### config.mk
export PLATFORM = sky130hd
export DESIGN_NAME = hex_display_scroller
export DESIGN_NICKNAME = d
export VERILOG_FILES = /design/src/rtl/hex_display_scroller.sv
export SDC_FILE = /design/constraint.sdc
export NUM_CORES = 1
export LEC_CHECK = 0
export BUFFER_PORTS_ARGS = -buffer_cell sky130_fd_sc_hd__buf_2
export CAP_MARGIN = 20
export CORE_MARGIN = 5
export CORE_UTILIZATION = 41
export CTS_CLUSTER_SIZE = 8
export DETAILED_ROUTE_END_ITERATION = 16
export GPL_TIMING_DRIVEN = 0
export RECOVER_POWER = 25
export SETUP_SLACK_MARGIN = 0.02
export SYNTH_ARGS = -nofsm -noshare
export SYNTH_HDL_FRONTEND = slang
export SYNTH_SLANG_ARGS = --single-unit
export TNS_END_PERCENT = 1
### constraint.sdc
create_clock -name clk -period 3.8 [get_ports clk]
set_input_delay 0.19 -clock clk [delete_from_list [all_inputs] [get_ports clk]]
set_output_delay 0.19 -clock clk [all_outputs]
set_load 0.01 [all_outputs]
### src/rtl/hex_display_scroller.sv
`default_nettype none
// +----------------------------------------------------------------------------+
// | hex_display_scroller : six-digit HEX front-end, static / scroll / blank     |
// | Rev 1.0                                                                     |
// +----------------------------------------------------------------------------+
module hex_display_scroller #(
    parameter int TICK_DIV = 25_000_000
) (
    input  logic        clk,
    input  logic        rst_n,
    input  logic        load,
    input  logic [31:0] data_in,
    input  logic [1:0]  mode,
    input  logic        lz_en,
    output logic [23:0] digit_nibbles,
    output logic [5:0]  digit_blank,
    output logic [3:0]  window_pos,
    output logic        scroll_tick
);

    localparam int                 CNT_W       = $clog2(TICK_DIV);
    localparam logic [CNT_W-1:0]   CNT_LAST    = CNT_W'(TICK_DIV - 1);
    localparam logic [1:0]         MODE_LOW    = 2'b00;
    localparam logic [1:0]         MODE_HIGH   = 2'b01;
    localparam logic [1:0]         MODE_SCROLL = 2'b10;
    localparam logic [3:0]         W_LAST      = 4'd9;

    logic [31:0]      data_q, data_d;
    logic [3:0]       w_q, w_d;
    logic [CNT_W-1:0] cnt_q, cnt_d;
    logic             step_q, step_d;
    logic [23:0]      nib_q, nib_d;
    logic [5:0]       blank_q, blank_d;
    logic [3:0]       wpos_q;
    logic             tick_q;

    logic [4:0]       pos_sum;
    logic [3:0]       pos;
    logic             lz_run;

    // Prescaler and window position; anything other than scrolling parks them at 0.
    always_comb begin
        data_d = data_q;
        w_d    = 4'd0;
        cnt_d  = '0;
        step_d = 1'b0;
        if (load) begin
            data_d = data_in;
        end else if (mode == MODE_SCROLL) begin
            if (cnt_q == CNT_LAST) begin
                step_d = 1'b1;
                w_d    = (w_q == W_LAST) ? 4'd0 : w_q + 4'd1;
            end else begin
                cnt_d = cnt_q + CNT_W'(1);
                w_d   = w_q;
            end
        end
    end

    always_comb begin
        nib_d   = '0;
        blank_d = '0;
        pos_sum = '0;
        pos     = '0;
        lz_run  = 1'b1;
        case (mode)
            MODE_LOW: begin
                for (int i = 0; i < 6; i++)
                    nib_d[4*i +: 4] = data_q[4*i +: 4];
            end
            MODE_HIGH: begin
                for (int i = 0; i < 6; i++)
                    nib_d[4*i +: 4] = data_q[4*i + 8 +: 4];
            end
            MODE_SCROLL: begin
                // Ring of 10: positions 8 and 9 are the dark gap between repeats.
                for (int i = 0; i < 6; i++) begin
                    pos_sum = {1'b0, w_q} + 5'(i);
                    pos     = (pos_sum >= 5'd10) ? 4'(pos_sum - 5'd10) : 4'(pos_sum);
                    if (pos[3])
                        blank_d[i] = 1'b1;
                    else
                        nib_d[4*i +: 4] = data_q[{pos[2:0], 2'b00} +: 4];
                end
            end
            default: begin
                blank_d = 6'h3F;
            end
        endcase

        if (lz_en && !mode[1]) begin
            for (int i = 5; i >= 1; i--) begin
                if (lz_run && (nib_d[4*i +: 4] == 4'd0))
                    blank_d[i] = 1'b1;
                else
                    lz_run = 1'b0;
            end
        end
    end

    // The tick is delayed one edge so it lines up with window_pos showing the new w.
    always_ff @(posedge clk) begin
        if (!rst_n) begin
            data_q  <= '0;
            w_q     <= '0;
            cnt_q   <= '0;
            step_q  <= 1'b0;
            nib_q   <= '0;
            blank_q <= 6'h3F;
            wpos_q  <= '0;
            tick_q  <= 1'b0;
        end else begin
            data_q  <= data_d;
            w_q     <= w_d;
            cnt_q   <= cnt_d;
            step_q  <= step_d;
            nib_q   <= nib_d;
            blank_q <= blank_d;
            wpos_q  <= w_q;
            tick_q  <= step_q;
        end
    end

    assign digit_nibbles = nib_q;
    assign digit_blank   = blank_q;
    assign window_pos    = wpos_q;
    assign scroll_tick   = tick_q;

endmodule
`default_nettype wire

==> out/metrics.cfg <==
[outcome]
outcome=finished, final reports clean

[detailed_routing]
wl_per_cell_um=18.7
drt_iter0_markers=351
vias=4998
routed_wl_um=16700
drc=0
routed_via_density=5.59
dr.pass1.iters=5
postRouteAntennaNets=0

[cells_and_area]
drive_above_1_share_pct=19.7
antenna_cells=0
finalInstanceArea_um2=7170
synthToLayoutAreaGrowth_pct=15.7
finalNetCount=755
fin_cells=894

[worst_setup_path]
crit_chain=buf_4 -> clkinvlp_4 -> ha_1 -> buf_6 -> clkinv_4 -> ha_1 -> a21boi_1 -> o21ai_2 -> xnor2_4 -> buf_12 -> mux2_1 -> a221oi_1 -> and4_1 -> a31o_1
worstPathRequired_ns=4.10
cp_max_fo=10
worstPathArrival_ns=3.93
critical_path.top_delay_family=compound AO/OA/AOI/OAI gates
worst_path_most_repeated_cell=ha_1
cp-start-kind=flip-flop
endpoint_kind=flip-flop
crit_slowest_cell=dfxtp_4
critPathKind=flip-flop to flip-flop
critPathMaxStageDelay_ns=0.40
crit_buf_inv=5

[clock_network]
cts-root-buf=clkbuf_16
path_clk_slew_ns=0.07
worstSkewPairLatency_ns=0.36
cts_made_buffers=9
cts.sink_count=97
ctsHtreeMaxLevel=3
cts_hold_buf=0
clock_path_buffers=2
cts_tree=done

[synthesis]
synth_simple_gate_area_share_pct=19.0
synth_most_common_cell=dfxtp_1
synth_common_cells=dfxtp_1 (97), mux2i_1 (90), nor2_1 (60)
muxShareOfSynthArea_pct=27.4
synth_top_cell_area_share_pct=31.3
synthXorXnorAreaFrac_pct=5.49
ys_seq_area_share_pct=31.3
synth_cell_types=81
yosys_warnings=0
syn-mean-instance-area_um2=10.1
ys.flop_type=dfxtp_1
synth_compound_area_share_pct=10.2
synth-edff-count=0
async_flop_share_pct=0
synth_top_cell_by_area=dfxtp_1
postSynthCellCount=615
syn_nets=669
synth_top_family_by_area=multiplexers
synth-adder-area-share_pct=3.35
syn_area_um2=6200
synthTopCellsByArea=dfxtp_1 (31%), mux2i_1 (15%), mux4_2 (7.6%)
synth-seq-cells=97

[placement]
dpl_cell_area_um2=6780
io_buffers=69
dp_cells=872
dp_hpwl_um=13000
place_congestion=0.958

[floorplanning]
core-area_um2=15000
dieHeight_um=133
die_w_um=133
start_util_pct=41.2
io-pin-count=73
num_rows=45
fp.dieArea_um2=17700

[timing]
fin_skew_ns=0.00828
fin_crit_sh_pct=95.6
hold_violations=0
setup_viol=0
worst_slew_margin_rel_pct=51.5
rsz0062_at_grt=no
finalHoldWorstSlack_ns=0.0905
fin_tns_setup_ns=0
tightest_slew_ns=0.727
clock.fmax_mhz=275
min_period_ns=3.63
drv_slew=0

[global_routing]
grt_pass1_wl_um=26800
grt_max_degree=16
grt_usage_pct=19.1
antenna_found_initial=0
gr-total-overflow=0
grt_pass1_vias=4993

[power_and_ir_drop]
peakVddDrop_uv=233
cellPowerDensity_nw_per_um2=325
leakage_nw=2.85

[run]
maxCapViolCount=0

[hold_path]
hp-class=input port to flip-flop

worst min-delay path: stages:
cell and delay [ns]:
buf_2 0.08, mux2i_1 0.05, nor2b_1 0.09
state kept, by name (all words and copies together) (netlist names):
signal	count
data_q	32
cnt_q	25
digit_nibbles	24
digit_blank	6
w_q	4
window_pos	4
scroll_tick	1
step_q	1
through the flow:
step           utilization, %  total power [mW]  setup WS, ns
5_1_grt                  47.7              2.42        0.0330
3_3_place_gp             45.1              1.36        -0.287
4_1_cts                  47.3              2.35        0.0451
2_1_floorplan               -              1.27         0.292
3_5_place_dp             45.1              1.36        -0.364
6_report                 47.7              2.33         0.166
area by class of cell:
type | count | area, um2
flip-flops and latches | 97 | 1950
multi-input cells | 475 | 4070
plain buffers | 31 | 168
fillers | 1405 | 7860
clock inverters | 5 | 78.8
clock buffers | 11 | 243
inverters | 11 | 50.0
repair buffers | 76 | 375
well taps | 188 | 235
report_power, final:
group	total [mW]	internal [mW]	switching, mW
Sequential	1.10	1.05	0.0469
Clock	0.992	0.594	0.398
Combinational	0.243	0.117	0.127
layout by cell type (no fill, tap or decap), types with 7 or more instances in the layout:
cell and instances:
o22a_1 7, ha_1 15, nor2_1 60, nor2b_1 42, buf_4 10, o21ai_0 8
clkbuf_16 9, and2_1 15, buf_2 46, nand2_1 39, dfxtp_1 95, mux4_1 7
a21oi_1 15, mux4_2 21, clkbuf_1 45, xor2_1 18, xnor2_1 9, nand3_1 11
mux2i_1 90
metal layers:
layer,up-vias,GRT usage [%],wire (um)
li1,2410,-,-
met1,2378,24.8,7620
met3,42,4.90,1040
met4,0,8.20,577
met2,168,30.0,7450
met5,-,0,0
repair_timing:
action	4_1_cts	5_1_grt
setup endpoints to repair	9	3
buffers inserted	0	7
resized for setup	5	8
pin swaps	1	3
final timing paths:
check	start	end	slack (ns)	cells past startpoint
max	w_q[1]	digit_blank[1]	0.17	14
min	data_in[16]	data_q[16]	0.09	3
max reg2reg	w_q[1]	digit_blank[1]	0.17	14
min reg2reg	step_q	scroll_tick	0.45	1
cell families (layout without fill, tap and decap cells):
kind of cell             after synthesis  after routing
AND/OR/NAND/NOR                      218            218
multiplexers                         129            129
flip-flops                            97             97
XOR/XNOR                              32             32
adder cells (fa/ha/maj)               16             16
AO/OA/AOI/OAI                         80             80
buffers and inverters                 43            134
Power figures use the tool's default switching activity.
